## src/rtl/parking_gate_ctrl.sv

```systemverilog
// Car-park entrance gate controller: password FSM with retry lockout, occupancy counter, 7-seg status.
// Build macro OCCUPANCY_DISPLAY_EN adds a decimal occupancy readout while the lane is idle.
module parking_gate_ctrl #(
    parameter int                  PW_WIDTH    = 2,
    parameter logic [PW_WIDTH-1:0] PASS_1      = 2'b01,
    parameter logic [PW_WIDTH-1:0] PASS_2      = 2'b10,
    parameter int                  CAPACITY    = 8,
    parameter int                  CNT_W       = 7,
    parameter int                  WAIT_CYCLES = 3,
    parameter int                  MAX_TRIES   = 3,
    parameter int                  LOCK_CYCLES = 16
) (
    input  logic                clk,
    input  logic                reset_n,
    input  logic                sensor_entrance,
    input  logic                sensor_exit,
    input  logic                car_departed,
    input  logic [PW_WIDTH-1:0] password_1,
    input  logic [PW_WIDTH-1:0] password_2,
    output logic                GREEN_LED,
    output logic                RED_LED,
    output logic [6:0]          HEX_1,
    output logic [6:0]          HEX_2,
    output logic [CNT_W-1:0]    occupancy,
    output logic                full,
    output logic                lockout
);

    localparam int TMR_MAX = (WAIT_CYCLES > LOCK_CYCLES) ? WAIT_CYCLES : LOCK_CYCLES;
    localparam int TMR_W   = $clog2(TMR_MAX + 1);
    localparam int TRY_W   = $clog2(MAX_TRIES + 1);

    localparam logic [TMR_W-1:0] WAIT_LAST = TMR_W'(WAIT_CYCLES - 1);
    localparam logic [TMR_W-1:0] LOCK_LAST = TMR_W'(LOCK_CYCLES - 1);
    localparam logic [TRY_W-1:0] TRY_LAST  = TRY_W'(MAX_TRIES - 1);
    localparam logic [CNT_W-1:0] CAP_VAL   = CNT_W'(CAPACITY);

    localparam logic [6:0] GLY_E     = 7'b0000110;
    localparam logic [6:0] GLY_N     = 7'b0101011;
    localparam logic [6:0] GLY_G     = 7'b0000010;
    localparam logic [6:0] GLY_O     = 7'b1000000;
    localparam logic [6:0] GLY_S     = 7'b0010010;
    localparam logic [6:0] GLY_P     = 7'b0001100;
    localparam logic [6:0] GLY_F     = 7'b0001110;
    localparam logic [6:0] GLY_L     = 7'b1000111;
    localparam logic [6:0] GLY_BLANK = 7'b1111111;

    typedef enum logic [2:0] {
        S_IDLE  = 3'd0,
        S_WAIT  = 3'd1,
        S_WRONG = 3'd2,
        S_RIGHT = 3'd3,
        S_STOP  = 3'd4,
        S_LOCK  = 3'd5
    } state_t;

    state_t             state_q, state_d;
    logic [TMR_W-1:0]   tmr_q, tmr_d;
    logic [TRY_W-1:0]   try_q, try_d;
    logic [CNT_W-1:0]   occ_q, occ_d;
    logic               green_q, green_d;
    logic               red_q, red_d;
    logic               lock_q, lock_d;
    logic [6:0]         hex1_q, hex1_d;
    logic [6:0]         hex2_q, hex2_d;

    logic               pw_match;
    logic               admit;
    logic               depart;

    assign pw_match = (password_1 == PASS_1) && (password_2 == PASS_2);
    assign full     = (occ_q == CAP_VAL);

    // A departure reported at zero occupancy is a spurious pulse and is dropped.
    assign admit  = (state_q == S_RIGHT) && sensor_exit;
    assign depart = car_departed && (occ_q != '0);

    always_comb begin
        occ_d = occ_q;
        if (admit && !depart) begin
            occ_d = occ_q + CNT_W'(1);
        end else if (!admit && depart) begin
            occ_d = occ_q - CNT_W'(1);
        end
    end

`ifdef OCCUPANCY_DISPLAY_EN
    function automatic logic [6:0] digit_seg(input logic [CNT_W-1:0] d);
        case (d)
            CNT_W'(0): digit_seg = 7'b1000000;
            CNT_W'(1): digit_seg = 7'b1111001;
            CNT_W'(2): digit_seg = 7'b0100100;
            CNT_W'(3): digit_seg = 7'b0110000;
            CNT_W'(4): digit_seg = 7'b0011001;
            CNT_W'(5): digit_seg = 7'b0010010;
            CNT_W'(6): digit_seg = 7'b0000010;
            CNT_W'(7): digit_seg = 7'b1111000;
            CNT_W'(8): digit_seg = 7'b0000000;
            CNT_W'(9): digit_seg = 7'b0010000;
            default:   digit_seg = GLY_BLANK;
        endcase
    endfunction

    logic [CNT_W-1:0] occ_tens, occ_ones;
    logic [6:0]       occ_tens_seg, occ_ones_seg;

    always_comb begin
        occ_tens     = occ_d / CNT_W'(10);
        occ_ones     = occ_d % CNT_W'(10);
        occ_tens_seg = (occ_tens == '0) ? GLY_BLANK : digit_seg(occ_tens);
        occ_ones_seg = digit_seg(occ_ones);
    end
`endif

    // State, counters and registered outputs.
    always_ff @(posedge clk or negedge reset_n) begin
        if (!reset_n) begin
            state_q <= S_IDLE;
            tmr_q   <= '0;
            try_q   <= '0;
            occ_q   <= '0;
            green_q <= 1'b0;
            red_q   <= 1'b0;
            lock_q  <= 1'b0;
            hex1_q  <= GLY_BLANK;
            hex2_q  <= GLY_BLANK;
        end else begin
            state_q <= state_d;
            tmr_q   <= tmr_d;
            try_q   <= try_d;
            occ_q   <= occ_d;
            green_q <= green_d;
            red_q   <= red_d;
            lock_q  <= lock_d;
            hex1_q  <= hex1_d;
            hex2_q  <= hex2_d;
        end
    end

    // Password states share one evaluation rule; only the display differs between them.
    always_comb begin
        state_d = state_q;
        tmr_d   = tmr_q;
        try_d   = try_q;
        case (state_q)
            S_IDLE: begin
                if (sensor_entrance && !full) begin
                    state_d = S_WAIT;
                    tmr_d   = '0;
                end
            end
            S_WAIT, S_WRONG, S_STOP: begin
                if (tmr_q == WAIT_LAST) begin
                    tmr_d = '0;
                    if (pw_match) begin
                        state_d = S_RIGHT;
                        try_d   = '0;
                    end else begin
                        try_d   = try_q + TRY_W'(1);
                        state_d = (try_q == TRY_LAST) ? S_LOCK : S_WRONG;
                    end
                end else begin
                    tmr_d = tmr_q + TMR_W'(1);
                end
            end
            S_RIGHT: begin
                if (sensor_exit) begin
                    if (!sensor_entrance || (occ_d == CAP_VAL)) begin
                        state_d = S_IDLE;
                    end else begin
                        state_d = S_STOP;
                        tmr_d   = '0;
                    end
                end
            end
            S_LOCK: begin
                if (tmr_q == LOCK_LAST) begin
                    state_d = S_IDLE;
                    tmr_d   = '0;
                    try_d   = '0;
                end else begin
                    tmr_d = tmr_q + TMR_W'(1);
                end
            end
            default: begin
                state_d = S_IDLE;
                tmr_d   = '0;
                try_d   = '0;
            end
        endcase
    end

    // Outputs are decoded from the upcoming state so they line up with the state register.
    always_comb begin
        green_d = 1'b0;
        red_d   = 1'b0;
        lock_d  = 1'b0;
        hex1_d  = GLY_BLANK;
        hex2_d  = GLY_BLANK;
        case (state_d)
            S_IDLE: begin
                if (sensor_entrance && full) begin
                    red_d  = 1'b1;
                    hex1_d = GLY_F;
                    hex2_d = GLY_L;
                end
`ifdef OCCUPANCY_DISPLAY_EN
                else begin
                    hex1_d = occ_tens_seg;
                    hex2_d = occ_ones_seg;
                end
`endif
            end
            S_WAIT: begin
                hex1_d = GLY_E;
                hex2_d = GLY_N;
            end
            S_WRONG: begin
                red_d  = 1'b1;
                hex1_d = GLY_E;
                hex2_d = GLY_E;
            end
            S_RIGHT: begin
                green_d = 1'b1;
                hex1_d  = GLY_G;
                hex2_d  = GLY_O;
            end
            S_STOP: begin
                red_d  = 1'b1;
                hex1_d = GLY_S;
                hex2_d = GLY_P;
            end
            S_LOCK: begin
                red_d  = 1'b1;
                lock_d = 1'b1;
                hex1_d = GLY_L;
                hex2_d = GLY_O;
            end
            default: begin
                hex1_d = GLY_BLANK;
                hex2_d = GLY_BLANK;
            end
        endcase
    end

    assign GREEN_LED = green_q;
    assign RED_LED   = red_q;
    assign lockout   = lock_q;
    assign HEX_1     = hex1_q;
    assign HEX_2     = hex2_q;
    assign occupancy = occ_q;

endmodule

```

## config.mk

```make
export PLATFORM = sky130hd
export DESIGN_NAME = parking_gate_ctrl
export DESIGN_NICKNAME = d
export VERILOG_FILES = /design/src/rtl/parking_gate_ctrl.sv
export SDC_FILE = /design/constraint.sdc
export NUM_CORES = 1
export LEC_CHECK = 0
export CORE_UTILIZATION = 50
export DETAILED_ROUTE_END_ITERATION = 12
export PLACE_DENSITY = 0.86
export SYNTH_ARGS = -nofsm -noshare
export SYNTH_HDL_FRONTEND = slang
export SYNTH_SLANG_ARGS = --single-unit
```

## constraint.sdc

```tcl
create_clock -name clk -period 8.55 [get_ports clk]
set_clock_uncertainty 0.2 [all_clocks]
set_input_delay 1.2825 -clock clk [delete_from_list [all_inputs] [get_ports clk]]
set_output_delay 1.2825 -clock clk [all_outputs]
set_load 0.01 [all_outputs]
```

==> impl_metrics.toml <==
[yosys]
synth.area.top_cells = "dfrtp_1 24%, dfstp_2 14%, ha_1 5.3%"
yosys.area_share.xor_xnor = 0.01652
synth_area_leader_cell = "dfrtp_1"
syn_inst = 224
synthArstFlopShare = 1.000
ys_types = 69
synth-simple-area-share = 0.2130
ys_warn_count = 0
synth_top_family_by_area = "compound AO/OA/AOI/OAI gates"
synth_edf_count = 0
synth_seq_area_share = 0.3723
synth_top_area_frac = 0.2360
synthAdderAreaFrac = 0.06254
synth_mux_area_frac = 0.01062
syn_nets = 242
synth_flop_cell = "dfrtp_1"
synth_compound_area_frac = 0.2348
synth_area_mm2 = 0.002121
synth.ff_latch_count = 31
avgSynthCellArea_um2 = 9.468

[die]
die_h_um = 67.13
die_x_um = 67.13
fp-row-count = 23
dieArea_mm2 = 0.004506
fp.coreArea_mm2 = 0.004029
start_util = 0.5264
pin_count = 34

[timing]
timing.slew.headroom = 0.3225
max_slew.worst_pin.slew_ns = 1.013
finalCriticalPeriod_ns = 4.864
clock.fmax_ghz = 0.2056
fin_ws_ns = 3.686
finalSetupViolations = 0
slew_violations = 0
tns_ns = 0
grt_setup_unrepaired = "false"
final.period_utilization = 0.5689
final_hold_viol_count = 0

[critical_path]
critical_path_depth = 11
cp_max_fo = 17
required_ns = 8.56
cp-start-kind = "primary input"
path_delay_family = "simple AND/OR/NAND/NOR gates"
critical_path_class = "primary input to flop"
max_stage_delay_ns = 0.60
cpMaxStageDelayCell = "clkdlybuf4s50_1"
path_cells = "clkdlybuf4s50_1 > and4b_1 > nand2b_1 > mux4_2 > a2111oi_2 > and4_4 > o21ba_1 > inv_4 > ha_1 > or2_2 > a211o_1"
endpoint_kind = "flop"
r2r_slack_ns = 4.36
crit_arrival_ns = 4.88
r2r_end = "HEX_2[6]"
rr_worst_depth = 12
critPathBufInv = 2
worstReg2RegStart = "occupancy[1]"

[power]
cell_internal_pwr_mw = 0.5120
pwr-share-seq = 0.343
ir_drop_v = 0.0001429
combPwrFrac = 0.493
power_switching_mw = 0.3414
p_total_mw = 0.8534
p_clk_frac = 0.163
leakagePower_nw = 1.046
powerDensity_mw_per_mm2 = 340.0
swShare = 0.4001

[routing]
wl_met2_um = 2116
top_layer_used = "met4"
drtIter0Drc = 149
routedWlPerCell_um = 15.26
drt-vias-per-instance = 6.000
num_vias = 1782
drt-met1-wl_um = 2018
routed_wirelength_um = 4531
wl_met3_um = 324
drcViolationCount = 0
dr.pass1.iters = 4
drtAntennaViolNets = 0

[place]
place_congestion = 0.8786
dp_slack_ns = 3.409
dp_hpwl_um = 3159
io_buffers = 32

[global_routing]
grt_overflow = 0
grt_pass1_wl_um = 7603
grt_max_degree = 32
antenna_found_initial = 0
grt_util_all_layers = 0.2281
first_global_vias = 1594

[clocking]
cts.htree.levels = 2
postCtsHoldBufs = 0
cts.sinks = 31
cts_root_buf = "clkbuf_8"
cts_tree = "built"
clock_latency_ns = 0.29
postCtsSetupRepairBufs = 0
clk_path_buf_depth = 2
clkTransAtPathRegs_ns = 0.07
cts.repair.resized = 0
cts_inserted_buffers = 5

[worst_hold_path]
holdCritPathClass = "flop to flop"
worstHoldStart = "try_q[1]"
hold_end = "try_q[1]"
worstHoldPathCells = 2

[run]
maxCapViolations = 0

[finish]
final_common_cell = "clkdlybuf4s50_1"
antenna_cells = 0
nets = 264
synthToLayoutAreaGrowth_pct = 18.35
most-common-layout-cells = "32 x clkdlybuf4s50_1, 20 x dfrtp_1, 16 x inv_1, 15 x nand2_1"
nFillCells = 326
drive_gt1_frac = 0.1579

[status]
status = "finished, final reports clean"
per-stage QoR:
stage                     area [µm²]  utilization  instances  hold WS [ns]
after global routing            2510       0.6230        297        0.3567
after global placement          2397       0.5950        289        0.2886
after floorplan                 2121            -        224        0.2715
after detailed placement        2397       0.5950        289        0.3044
after CTS                       2510       0.6230        297        0.3245
final                           2510       0.6230        297        0.3149
sequential cells by signal (all words and copies together) (netlist names):
| signal | count |
|---|---|
| GREEN_LED | 1 |
| HEX_1 | 4 |
| HEX_2 | 7 |
| RED_LED | 1 |
| lockout | 1 |
| occupancy | 7 |
| state_q | 3 |
| tmr_q | 5 |
| try_q | 2 |
how the worst max path moves through the flow:
stage,endpoint,startpoint
floorplan,HEX_2[6],car_departed
global placement,HEX_2[6],sensor_exit
detailed placement,HEX_2[6],sensor_exit
CTS,HEX_2[6],sensor_exit
global route,HEX_2[6],sensor_exit
finish,HEX_2[6],sensor_exit
worst min-delay path, stage by stage, from the launching register on:
cell     delay [ns]
dfrtp_1        0.34
o21ai_0        0.08
o41ai_1        0.06
layer usage:
layer,vias up,track usage
li1,865,-
met1,842,0.3144
met2,67,0.3438
met3,8,0.05651
met4,0,0.08245
met5,-,0
synthesized netlist by cell type (3+ instances only):
| cell | count |
|---|---|
| buf_2 | 4 |
| nand3_1 | 7 |
| a21oi_1 | 12 |
| nor2b_1 | 3 |
| dfstp_2 | 11 |
| ha_1 | 9 |
| nor4b_1 | 3 |
| buf_4 | 4 |
| o22ai_1 | 3 |
| a21o_1 | 4 |
| inv_1 | 16 |
| nor3_1 | 5 |
| clkbuf_1 | 6 |
| o21ai_0 | 12 |
| buf_6 | 4 |
| or2_2 | 3 |
| a31oi_1 | 3 |
| dfrtp_1 | 20 |
| a211o_1 | 3 |
| nand2b_1 | 4 |
| nor2_1 | 10 |
| o32ai_1 | 3 |
| nand2_1 | 15 |
| o211ai_1 | 5 |
layout make-up:
cell class / count / area (µm²) / share of cell area
Sequential cell: 31 / 789.5 / 0.3146
Timing Repair Buffer: 34 / 335.3 / 0.1336
Inverter: 17 / 66.31 / 0.02642
Clock buffer: 7 / 107.6 / 0.04287
Multi-Input combinational cell: 157 / 1144 / 0.4556
Clock inverter: 1 / 5.005 / 0.001994
Tap cell: 50 / 62.56 / 0.02493
cell families after synthesis:
family | Yosys count
adder cells (fa/ha/maj) | 11
multiplexers | 1
XOR/XNOR | 4
other | 1
flip-flops | 31
AO/OA/AOI/OAI | 67
buffers and inverters | 36
AND/OR/NAND/NOR | 73
power groups by stage:
| stage | Sequential, mW | Clock (mW) | Combinational (mW) |
|---|---|---|---|
| after floorplan | 0.277 | 0 | 0.300 |
| after global placement | 0.295 | 0 | 0.411 |
| after detailed placement | 0.295 | 0 | 0.418 |
| after CTS | 0.293 | 0.141 | 0.420 |
| after global routing | 0.304 | 0.148 | 0.467 |
| final | 0.293 | 0.139 | 0.421 |
Power figures use the tool's default switching activity.
